===== config.mk =====
export PLATFORM = sky130hd
export DESIGN_NAME = bcd_down_timer
export DESIGN_NICKNAME = d
export VERILOG_FILES = /design/src/rtl/bcd_down_timer.sv
export SDC_FILE = /design/constraint.sdc
export NUM_CORES = 1
export LEC_CHECK = 0
export BUFFER_PORTS_ARGS = -buffer_cell sky130_fd_sc_hd__buf_4
export CAP_MARGIN = 20
export CORE_ASPECT_RATIO = 1.4
export CORE_MARGIN = 2
export CORE_UTILIZATION = 50
export CTS_CLUSTER_DIAMETER = 40
export CTS_CLUSTER_SIZE = 20
export DETAILED_ROUTE_END_ITERATION = 10
export GPL_ROUTABILITY_DRIVEN = 0
export PLACE_DENSITY = 0.72
export SYNTH_ARGS = -nofsm -noshare
export SYNTH_HDL_FRONTEND = slang
export SYNTH_SLANG_ARGS = --single-unit

===== constraint.sdc =====
create_clock -name clk -period 3.1 [get_ports clk]
set_clock_uncertainty 0.2 [all_clocks]
set_input_delay 0.155 -clock clk [delete_from_list [all_inputs] [get_ports clk]]
set_output_delay 0.155 -clock clk [all_outputs]
set_load 0.05 [all_outputs]

===== src/rtl/bcd_down_timer.sv =====
// Packed-BCD countdown timer: a prescaler divides clk down to a decrement tick.
// Supports runtime load, start/pause/stop, one-shot or auto-reload, and a terminal-count pulse.
module bcd_down_timer #(
    parameter int                   DIGITS    = 6,
    parameter int                   DIV_COEFF = 50_000_000,
    parameter logic [4*DIGITS-1:0]  TIME_MAX  = 'h60
) (
    input  logic                  clk,
    input  logic                  rst,
    input  logic                  load,
    input  logic [4*DIGITS-1:0]   load_val,
    input  logic                  start,
    input  logic                  pause,
    input  logic                  stop,
    input  logic                  mode_reload,
    output logic [4*DIGITS-1:0]   num,
    output logic                  running,
    output logic                  paused,
    output logic                  tc
);

    localparam int              W        = 4 * DIGITS;
    localparam int              PW       = (DIV_COEFF > 1) ? $clog2(DIV_COEFF) : 1;
    localparam logic [PW-1:0]   PRE_LAST = PW'(DIV_COEFF - 1);
    localparam logic [W-1:0]    ONE      = W'(1);
    localparam logic [W-1:0]    ZERO     = '0;

    typedef enum logic [1:0] {IDLE, RUN, PAUSE, DONE} state_t;

    state_t          state;
    logic [PW-1:0]   presc;
    logic [W-1:0]    reload;
    logic            tick;
    logic            last_shot;

    // Any nibble above 9 saturates to 9 so num can never hold a non-BCD digit.
    function automatic logic [W-1:0] bcd_clamp(input logic [W-1:0] v);
        logic [W-1:0] r;
        r = v;
        for (int i = 0; i < DIGITS; i++) begin
            if (v[4*i +: 4] > 4'd9) r[4*i +: 4] = 4'd9;
        end
        return r;
    endfunction

    // Trailing zeros become 9 and the first non-zero digit takes the borrow.
    function automatic logic [W-1:0] bcd_dec(input logic [W-1:0] v);
        logic [W-1:0] r;
        logic         borrow;
        r      = v;
        borrow = 1'b1;
        for (int i = 0; i < DIGITS; i++) begin
            if (borrow) begin
                if (v[4*i +: 4] == 4'd0) begin
                    r[4*i +: 4] = 4'd9;
                end else begin
                    r[4*i +: 4] = v[4*i +: 4] - 4'd1;
                    borrow      = 1'b0;
                end
            end
        end
        return r;
    endfunction

    assign tick      = (presc == PRE_LAST);
    assign last_shot = tick && (num == ONE) && !mode_reload;

    always_ff @(posedge clk) begin
        if (rst) begin
            state   <= IDLE;
            presc   <= '0;
            reload  <= TIME_MAX;
            num     <= TIME_MAX;
            running <= 1'b0;
            paused  <= 1'b0;
            tc      <= 1'b0;
        end else begin
            tc <= 1'b0;
            if (load) begin
                reload  <= bcd_clamp(load_val);
                num     <= bcd_clamp(load_val);
                presc   <= '0;
                state   <= IDLE;
                running <= 1'b0;
                paused  <= 1'b0;
            end else if (stop) begin
                num     <= reload;
                presc   <= '0;
                state   <= IDLE;
                running <= 1'b0;
                paused  <= 1'b0;
            end else if (start && (state == IDLE || state == DONE)) begin
                if (reload != ZERO) begin
                    num     <= reload;
                    presc   <= '0;
                    state   <= RUN;
                    running <= 1'b1;
                    paused  <= 1'b0;
                end
            end else if (start && state == PAUSE) begin
                state   <= RUN;
                running <= 1'b1;
                paused  <= 1'b0;
            end else if (state == RUN) begin
                presc <= tick ? '0 : presc + PW'(1);
                if (tick) begin
                    if (num == ONE) begin
                        tc <= 1'b1;
                        if (mode_reload) begin
                            num <= reload;
                        end else begin
                            num     <= ZERO;
                            state   <= DONE;
                            running <= 1'b0;
                            paused  <= 1'b0;
                        end
                    end else begin
                        num <= bcd_dec(num);
                    end
                end
                // A pause coinciding with the final one-shot tick still lands in DONE.
                if (pause && !last_shot) begin
                    state   <= PAUSE;
                    running <= 1'b0;
                    paused  <= 1'b1;
                end
            end
        end
    end

endmodule


; Word-level counts from Yosys, hierarchy flattened
; Cells that the tools add are included.
[op_classes]
bitwise = 2
n_eq_ne = 10
n_mux = 102
n_lt_le_gt_ge = 6
n_addsub = 7
reduce_logical = 37
[ops]
columns = cell, count
row1 = 24-bit two-way mux, 9
row2 = 26-bit two-way mux, 5
row3 = 4-bit two-way mux, 17
row4 = 1-bit two-way mux, 63
row5 = 5-bit AND reduction, 6
row6 = 26-bit by 1-bit adder with 26-bit output (second input constant), 1
row7 = 26-bit == test (second input constant), 1
row8 = 5-bit nonzero test, 5
row9 = 24-bit by 1-bit == test with 1-bit output (second input constant), 1
row10 = 4-bit > comparator (second input constant), 6
row11 = 4-bit logical NOT, 6
row12 = 24-bit nonzero test, 1
row13 = 4-bit by 1-bit subtractor with 4-bit output (second input constant), 6
row14 = 2-bit two-way mux, 8
row15 = 4-bit nonzero test, 4
row16 = 7-bit OR reduction, 1
row17 = 1-bit logical AND, 5
row18 = 2-bit == test (second input constant), 2
row19 = 4-bit by 1-bit inequality test with 1-bit output (second input constant), 1
row20 = 4-bit by 3-bit inequality test with 1-bit output (second input constant), 1
row21 = 4-bit inequality test (second input constant), 1
row22 = 4-bit AND reduction, 1
row23 = 3-bit AND reduction, 1
row24 = 3-bit nonzero test, 1
row25 = 9 further kinds, 11
[word_totals]
wordCells = 176
in_bits = 31
register_bits = 79

; Longest topological paths before layout
; Gate-level depths: netlist (run 1).
[depth]
word_depth = 54
ltp_mapped = 12
ltp_nobuf = 8

; Worst setup path after synthesis (run 1)
; No wires, ideal clock.
[synth_timing]
path_type = flip-flop to flip-flop
startpoint = reg num[7]
endpoint = reg num[19]
path_slack_ns = 0.452
setup_ns = 0.080
path_stages_with_launch = 7
arrival_time_ns = 2.367
required_ns = 2.820
cell_sequence = dfxtp_1 > or4_4 > or3_4 > o32ai_4 > buf_6 > a221oi_2 > a211oi_2
[synth_via]
elab_chain_len = 31
word_cells_on_any_way = 39
cone_classes = eq/ne (1) / mux (35) / reduce/logical (3)
[synth_lines]
columns = element, line
row1 = from (decl), 16  ; output logic [4*DIGITS-1:0] num,
row2 = from (signal assigned), 81  ; num <= bcd_clamp(load_val);
row3 = from (signal assigned), 87  ; num <= reload;
row4 = from (signal assigned), 94  ; num <= reload;
row5 = 4-bit logical NOT, 54  ; if (v[4*i +: 4] == 4'd0) begin
row6 = 1-bit two-way mux, 54
row7 = 1-bit two-way mux, 53  ; if (borrow) begin
row8 = 1-bit two-way mux, 107  ; if (num == ONE) begin
row9 = 1-bit two-way mux, 106  ; if (tick) begin
row10 = 1-bit two-way mux, 104  ; end else if (state == RUN) begin
row11 = 1-bit two-way mux, 100  ; end else if (start && state == PAUSE) begin
row12 = 1-bit two-way mux, 92  ; end else if (start && (state == IDLE || state == DONE)) begin
row13 = (+15 left out), -
row14 = 1-bit two-way mux, 104
row15 = 1-bit two-way mux, 100
row16 = 1-bit two-way mux, 92
row17 = 1-bit two-way mux, 86  ; end else if (stop) begin
row18 = 1-bit two-way mux, 79  ; if (load) begin
row19 = 1-bit two-way mux, 69  ; if (rst) begin
row20 = 5-bit nonzero test (no source line), -
row21 = 5-bit AND reduction (no source line), -
; Several ways; a longest one is shown, not always the timed one. The select of a mux whose other input is x is not followed.
; A chain may end at the register's enable or synchronous reset.

; Final worst setup path (run 1)
[layout_timing]
startpoint = reg state[0]
endpoint = reg presc[16]
[layout_via]
elab_chain_len = 5
word_cells_on_any_way = 12
cone_classes = eq/ne (5) / mux (1) / reduce/logical (6)
[layout_lines]
columns = element, line
row1 = from (decl), 30  ; state_t state;
row2 = from (signal assigned), 70  ; state <= IDLE;
row3 = from (signal assigned), 83  ; state <= IDLE;
row4 = from (signal assigned), 89  ; state <= IDLE;
row5 = 2-bit == test / 2-bit logical NOT (equally long branches), 92
row6 = 1-bit logical OR, 92
row7 = 1-bit logical AND, 92
row8 = 2-bit inequality test (no source line) (tied with other cells), -
row9 = 3-bit AND reduction (no source line), -
row10 = to (signal assigned), 105  ; presc <= tick ? '0 : presc + PW'(1);
row11 = to (decl), 31  ; logic [PW-1:0] presc;
; Several ways; a longest one is shown, not always the timed one.

==> reports/results.tsv, run 1 <==
stage	metric	value	unit
clock_network	cts_root_buf	clkbuf_16	
critical_path	cp_data_arrival_time	2.85	ns
place	portBuffers	57	
synthesis	postSynth.asyncResetShare	0	
routing	wl_per_cell	16.5	um
clock_network	clk_pin_slew	0.06	ns
global_route	grt_pass1_vias	4100	
cells_and_area	area_growth	25.3	%
floorplanning	initial_utilization	0.520	
critical_path	cp-end-kind	register	
place	hpwl	8120	um
global_route	grt_use_total	0.260	
synthesis	synthTopCellsByCount	dfxtp_1 (79), a21oi_1 (68), nor2_1 (49), o21ai_0 (35), nand2_1 (32)	
floorplanning	die_h	113	um
synthesis	synth_edf_count	0	
clock_network	clock_latency	0.34	ns
critical_path	cp_max_fo	24	
global_route	grt.overflow.total	0	
cells_and_area	diodes	0	
routing	num_vias	4189	
pwr	peakVddDrop	0.367	mV
sta	worst_slack	0.315	ns
place	dp_slack	0.330	ns
synthesis	ys_ff_latch	79	
sta	fmax	359	MHz
synthesis	yosysWarnings	0	
cells_and_area	fin_nets	630	
pwr	power_density	514	nW/um^2
routing	viasPerCell	5.96	
critical_path	crit_start	state[0]$_SDFFE_PP0P_	
floorplanning	rows	39	
cells_and_area	drive_above_1_share	0.183	
clock_network	cts_tree	done	
sta	setup_tns	0	ns
critical_path	cp.required	3.17	ns
critical_path	crit_type	register to register	
min_path	hp-class	input port to register	
synthesis	yosys.area.top_type_share	0.371	
floorplanning	io_pins	58	
clock_network	cts_buffers	9	
routing	first_pass_iters	4	
floorplanning	dieArea	9280	um^2
sta	slew_violations	0	
global_route	grt_max_degree	48	
clock_network	cts_resized	0	
synthesis	synth-seq-area-share	0.371	
global_route	antenna_found_initial	0	
clock_network	htree_levels	3	
flow_run	maxCapViolCount	0	
synthesis	synth_cells	517	
floorplanning	coreArea	8200	um^2
synthesis	syn_area	4260	um^2
synthesis	synth_nets	551	
clock_network	numClockSinks	79	
routing	ant_nets	0	
synthesis	ys_types	58	
routing	wirelength	11600	um
routing	drc	0	
global_route	grt_pass1_wl	18900	um
sta	rsz0062_at_grt	false	
clock_network	post_cts_buffers	0	
sta	slew_headroom	0.580	
min_path	hp-start	start	
synthesis	synth_flop_cell	dfxtp_1	
sta	hold_violations	0	
sta	tightest_slew	0.630	ns
floorplanning	die_w	82	um
sta	fin_crit_sh	0.898	
synthesis	syn_avg_cell_area	8.24	um^2
sta	timing.final.crit_period	2.78	ns
synthesis	synth_area_leaders	dfxtp_1 (37%), a21oi_1 (8.0%), nor2_1 (4.3%)	
run_status	status	completed	
routing	drt_iter0_drc	170	
pwr	leakage	1.93	nW
clock_network	max-clock-path-buffers	2	
sta	setup_viol	0	
critical_path	worst_r2r_startpoint	state[0]$_SDFFE_PP0P_	
synthesis	synth_top_cell_by_area	dfxtp_1	
synthesis	synth_most_common_cell	dfxtp_1	
critical_path	startpoint_type	register	
## metal layers
| layer | vias up | global-route usage | wire length, um |
|---|---|---|---|
| met3 | 23 | 0.0319 | 473 |
| met1 | 2005 | 0.291 | 4690 |
| met2 | 110 | 0.467 | 6120 |
| li1 | 2051 | - | - |
| met4 | 0 | 0.136 | 347 |
| met5 | - | 0 | 0 |
## sequential cells by signal, summed over array words and instances (netlist names)
| signal | cells |
|---|---|
| presc | 26 |
| num | 24 |
| reload | 24 |
| state | 2 |
| paused | 1 |
| running | 1 |
| tc | 1 |
## power breakdown
part	switching, mW	internal [mW]
sequential	0.0680	1.06
clock	0.406	0.687
combinational	0.313	0.205
total	0.787	1.95
## final cells by class
type                       instances  area [um^2]
clock buffer                      13          270
clock inverter                     3         40.0
fill                             723         2860
inverter                          12         45.0
multi-input combinational        402         2520
sequential                        79         1580
tap                              102          128
timing repair buffer              92          756
## timing repair
action                                 in CTS  in global routing
endpoints found under the hold margin      31                  0
setup endpoints to repair                   0                  0
hold buffers                               26                  0
## worst max-delay path, stage by stage (launching register included)
cell and delay, ns:
dfxtp_1 0.35, inv_1 0.06, ha_1 0.32, and2_0 0.37, and4_1 0.35, and3_1 0.25
a21oi_1 0.06, buf_4 0.17, or2_1 0.20, buf_4 0.21, a31oi_1 0.16
## per-stage QoR
step           hold WS, ns  instance area [um^2]  total power [mW]  cells  utilization
2_1_floorplan       0.0914                  4260              1.48    517            -
3_3_place_gp         0.208                  4770              1.63    661        0.581
3_5_place_dp         0.207                  4770              1.64    661        0.581
4_1_cts            0.00184                  5340              2.75    703        0.651
5_1_grt             0.0498                  5340              2.85    703        0.651
6_report           0.00380                  5340              2.74    703        0.651
## placed cells by master, fill, tap and decap left out, types with 7 or more instances in the layout
cell,n
o21ai_0,35
inv_1,12
a211oi_1,8
a211oi_2,9
dfxtp_1,79
nor3_1,18
a21oi_1,68
a221oi_1,8
nand3_1,13
xor2_1,11
clkbuf_16,9
nand2_1,32
a21oi_2,7
xnor2_1,15
nor2_1,49
o21a_1,8
buf_4,66
nor2b_1,12
nand2b_1,14
nand4_1,10
dlygate4sd3_1,26
nor4_1,13
## cell families after synthesis
family	synth area share
flip-flops	0.371
AO/OA/AOI/OAI	0.261
buffers and inverters	0.0379
multiplexers	0.0141
XOR/XNOR	0.0535
AND/OR/NAND/NOR	0.253
adder cells (fa/ha/maj)	0.00881
## path summary, 6_finish.rpt
check	endpoint	depth (start not counted)	slack, ns
setup / recovery	presc[16]$_SDFFE_PP0P_	10	0.32
hold / removal	paused$_SDFFE_PP0P_	3	0.004
setup reg to reg	presc[16]$_SDFFE_PP0P_	10	0.32
hold reg to reg	running$_SDFFE_PP0P_	2	0.28
Note: power is estimated with default switching activity, not from simulation.
==> inputs of run 2 (changes only) <==
BUFFER_PORTS_ARGS = unset   (was -buffer_cell sky130_fd_sc_hd__buf_4)
DONT_BUFFER_PORTS = 1   (was unset)
MAX_ROUTING_LAYER = met4   (was unset)
PLACE_DENSITY = 0.66   (was 0.72)
==> reports/results.tsv, run 2 (same netlist as run 1, synthesis figures left out) <==
stage	metric	value	unit	change
run_status	status	completed		
critical_path	crit_type	register to register		
sta	fmax	334	MHz	-7.1%
sta	worst_slack	0.102	ns	-0.213 ns
clock_network	htree_levels	3		unchanged
clock_network	cts_buffers	9		unchanged
cells_and_area	layout_commonest_cell	dfxtp_1		
critical_path	critPathBufInv	1		-2
cells_and_area	top_regs	presc x26, num x24, reload x24		
routing	drc	0		unchanged
global_route	grt_use_total	0.268		+0.00814
routing	drt_iter0_drc	215		+26%
critical_path	crit_path_top_delay_cell	or4_4		
routing	wirelength	11800	um	+1.1%
critical_path	crit_chain	nor4_1, nand4_1, or4_4, a21oi_2, dlygate4sd3_1, o22ai_1		
sta	slew_headroom	0.599		+0.0187
sta	setup_tns	0	ns	unchanged
cells_and_area	drive_above_1_share	0.142		-0.0414
pwr	power_density	505	nW/um^2	-1.6%
critical_path	cp.required	3.12	ns	-0.05 ns
place	dp_cells	627		-5.1%
clock_network	cts_tree	done		
clock_network	clk_pin_slew	0.06	ns	about the same
flow_run	maxCapViolCount	0		unchanged
critical_path	worst_r2r_startpoint	num[19]$_SDFFE_PP0P_		
routing	num_vias	4137		-1.2%
global_route	grt_pass1_vias	4091		-0.22%
routing	first_pass_iters	5		+1
floorplanning	die_w	82	um	unchanged
pwr	power_switching	0.787	mW	about the same
min_path	hp-start	load_val[5]		
pwr	power.share.sequential	0.412		about the same
global_route	grt_max_degree	45		-6.3%
cells_and_area	largest-register	presc		
sta	slew_violations	0		unchanged
min_path	hp-class	input port to register		
cells_and_area	final_cell_mix	dfxtp_1 (79), a21oi_1 (68), nor2_1 (49)		
floorplanning	dieArea	9280	um^2	unchanged
place	dp_slack	0.363	ns	+0.0321 ns
routing	ant_nets	0		unchanged
critical_path	crit_start	num[19]$_SDFFE_PP0P_		
pwr	power.total	2.67	mW	-2.7%
global_route	grt_pass1_wl	19000	um	+0.40%
cells_and_area	area_growth	24.0	%	
critical_path	cp_data_arrival_time	3.02	ns	+0.17 ns
floorplanning	io_pins	58		unchanged
clock_network	numClockSinks	79		unchanged
floorplanning	die_h	113	um	unchanged
floorplanning	coreArea	8200	um^2	unchanged
critical_path	max_stage_delay	0.57	ns	+0.20 ns
sta	rsz0062_at_grt	false		
place	portBuffers	0		-100%
cells_and_area	finalNonFillerCells	688		-2.1%
global_route	grt.overflow.total	0		unchanged
critical_path	cp_max_fo	5		-79%
routing	viasPerCell	6.01		+0.91%
pwr	sw_frac_of_total	0.295		+0.00789
cells_and_area	fin_nets	615		-2.4%
pwr	power_report.internal_total	1.88	mW	-3.8%
sta	timing.final.crit_period	3.00	ns	+0.213 ns
pwr	leakage	1.83	nW	-5.1%
pwr	clkPwrFrac	0.385		-0.014
routing	wl_per_cell	17.1	um	+3.3%
cells_and_area	largest_register_ffs	26		unchanged
cells_and_area	diodes	0		unchanged
sta	setup_viol	0		unchanged
sta	tightest_slew	0.601	ns	-0.0283 ns
floorplanning	initial_utilization	0.520		unchanged
critical_path	startpoint_type	register		
clock_network	max-clock-path-buffers	2		unchanged
sta	hold_violations	0		unchanged
critical_path	cp-end-kind	register		
pwr	power_frac_comb	0.202		+0.013
sta	fin_crit_sh	0.967		+0.0688
cells_and_area	fin_util	0.644		-0.00687
clock_network	clock_latency	0.33	ns	about the same
global_route	antenna_found_initial	0		unchanged
clock_network	cts_root_buf	clkbuf_16		
floorplanning	rows	39		unchanged
place	hpwl	7880	um	-2.9%
critical_path	critPathTopFamily	simple AND/OR/NAND/NOR gates		
pwr	peakVddDrop	0.360	mV	-1.8%
## run 2: cell type report
cell class | count | area, um^2
clock buffers | 10 | 229
repair buffers | 77 | 706
well taps | 102 | 128
inverters | 12 | 45.0
fillers | 721 | 2920
clock inverters | 6 | 61.3
flip-flops and latches | 79 | 1580
multi-input cells | 402 | 2530
## run 2: through the flow
step / cell area, um^2 / hold WS (ns)
after floorplan: 4260 / 0.0914
after global placement: 4510 / 0.0266
after detailed placement: 4510 / 0.0274
after CTS: 5250 / 0.0236
after global routing: 5280 / 0.0542
final: 5280 / 0.0456
## run 2: worst register-to-register path, delay by kind of cell, from the launching register on
kind                   cells  cell delay (ns)
and+or+nand+nor            3             1.54
AOI/OAI and AO/OA          2             0.25
DFF                        1             0.31
buffers and inverters      1             0.57
## run 2: repair_timing
item | 4_1_cts | 5_1_grt
gates resized for setup | 0 | 3
endpoints found under the hold margin | 55 | 0
setup buffers | 0 | 2
hold buffers | 43 | 0
endpoints found under the setup margin | 0 | 1
## run 2: per-layer routing
| metal | track usage | wire length (um) | share of wire | vias up |
|---|---|---|---|---|
| li1 | - | - | - | 2028 |
| met2 | 0.473 | 6150 | 0.52 | 106 |
| met4 | 0.106 | 289 | 0.025 | 0 |
| met5 | - | 0 | 0 | - |
| met1 | 0.292 | 4840 | 0.41 | 1981 |
| met3 | 0.0463 | 478 | 0.041 | 22 |
## run 2: power groups by stage
| stage | logic [mW] | registers (mW) | clock network, mW |
|---|---|---|---|
| final | 0.540 | 1.10 | 1.03 |
| after global routing | 0.577 | 1.10 | 1.08 |
| after CTS | 0.531 | 1.10 | 1.04 |
| after detailed placement | 0.459 | 1.12 | 0 |
| after global placement | 0.452 | 1.12 | 0 |
| after floorplan | 0.243 | 1.24 | 0 |
## run 2: worst paths after layout
kind | cells after the start | slack [ns] | to
max | 6 | 0.10 | running$_SDFFE_PP0P_
min | 3 | 0.05 | reload[4]$_SDFFE_PP0P_
max reg2reg | 6 | 0.10 | running$_SDFFE_PP0P_
min reg2reg | 2 | 0.28 | reload[6]$_SDFFE_PP1P_
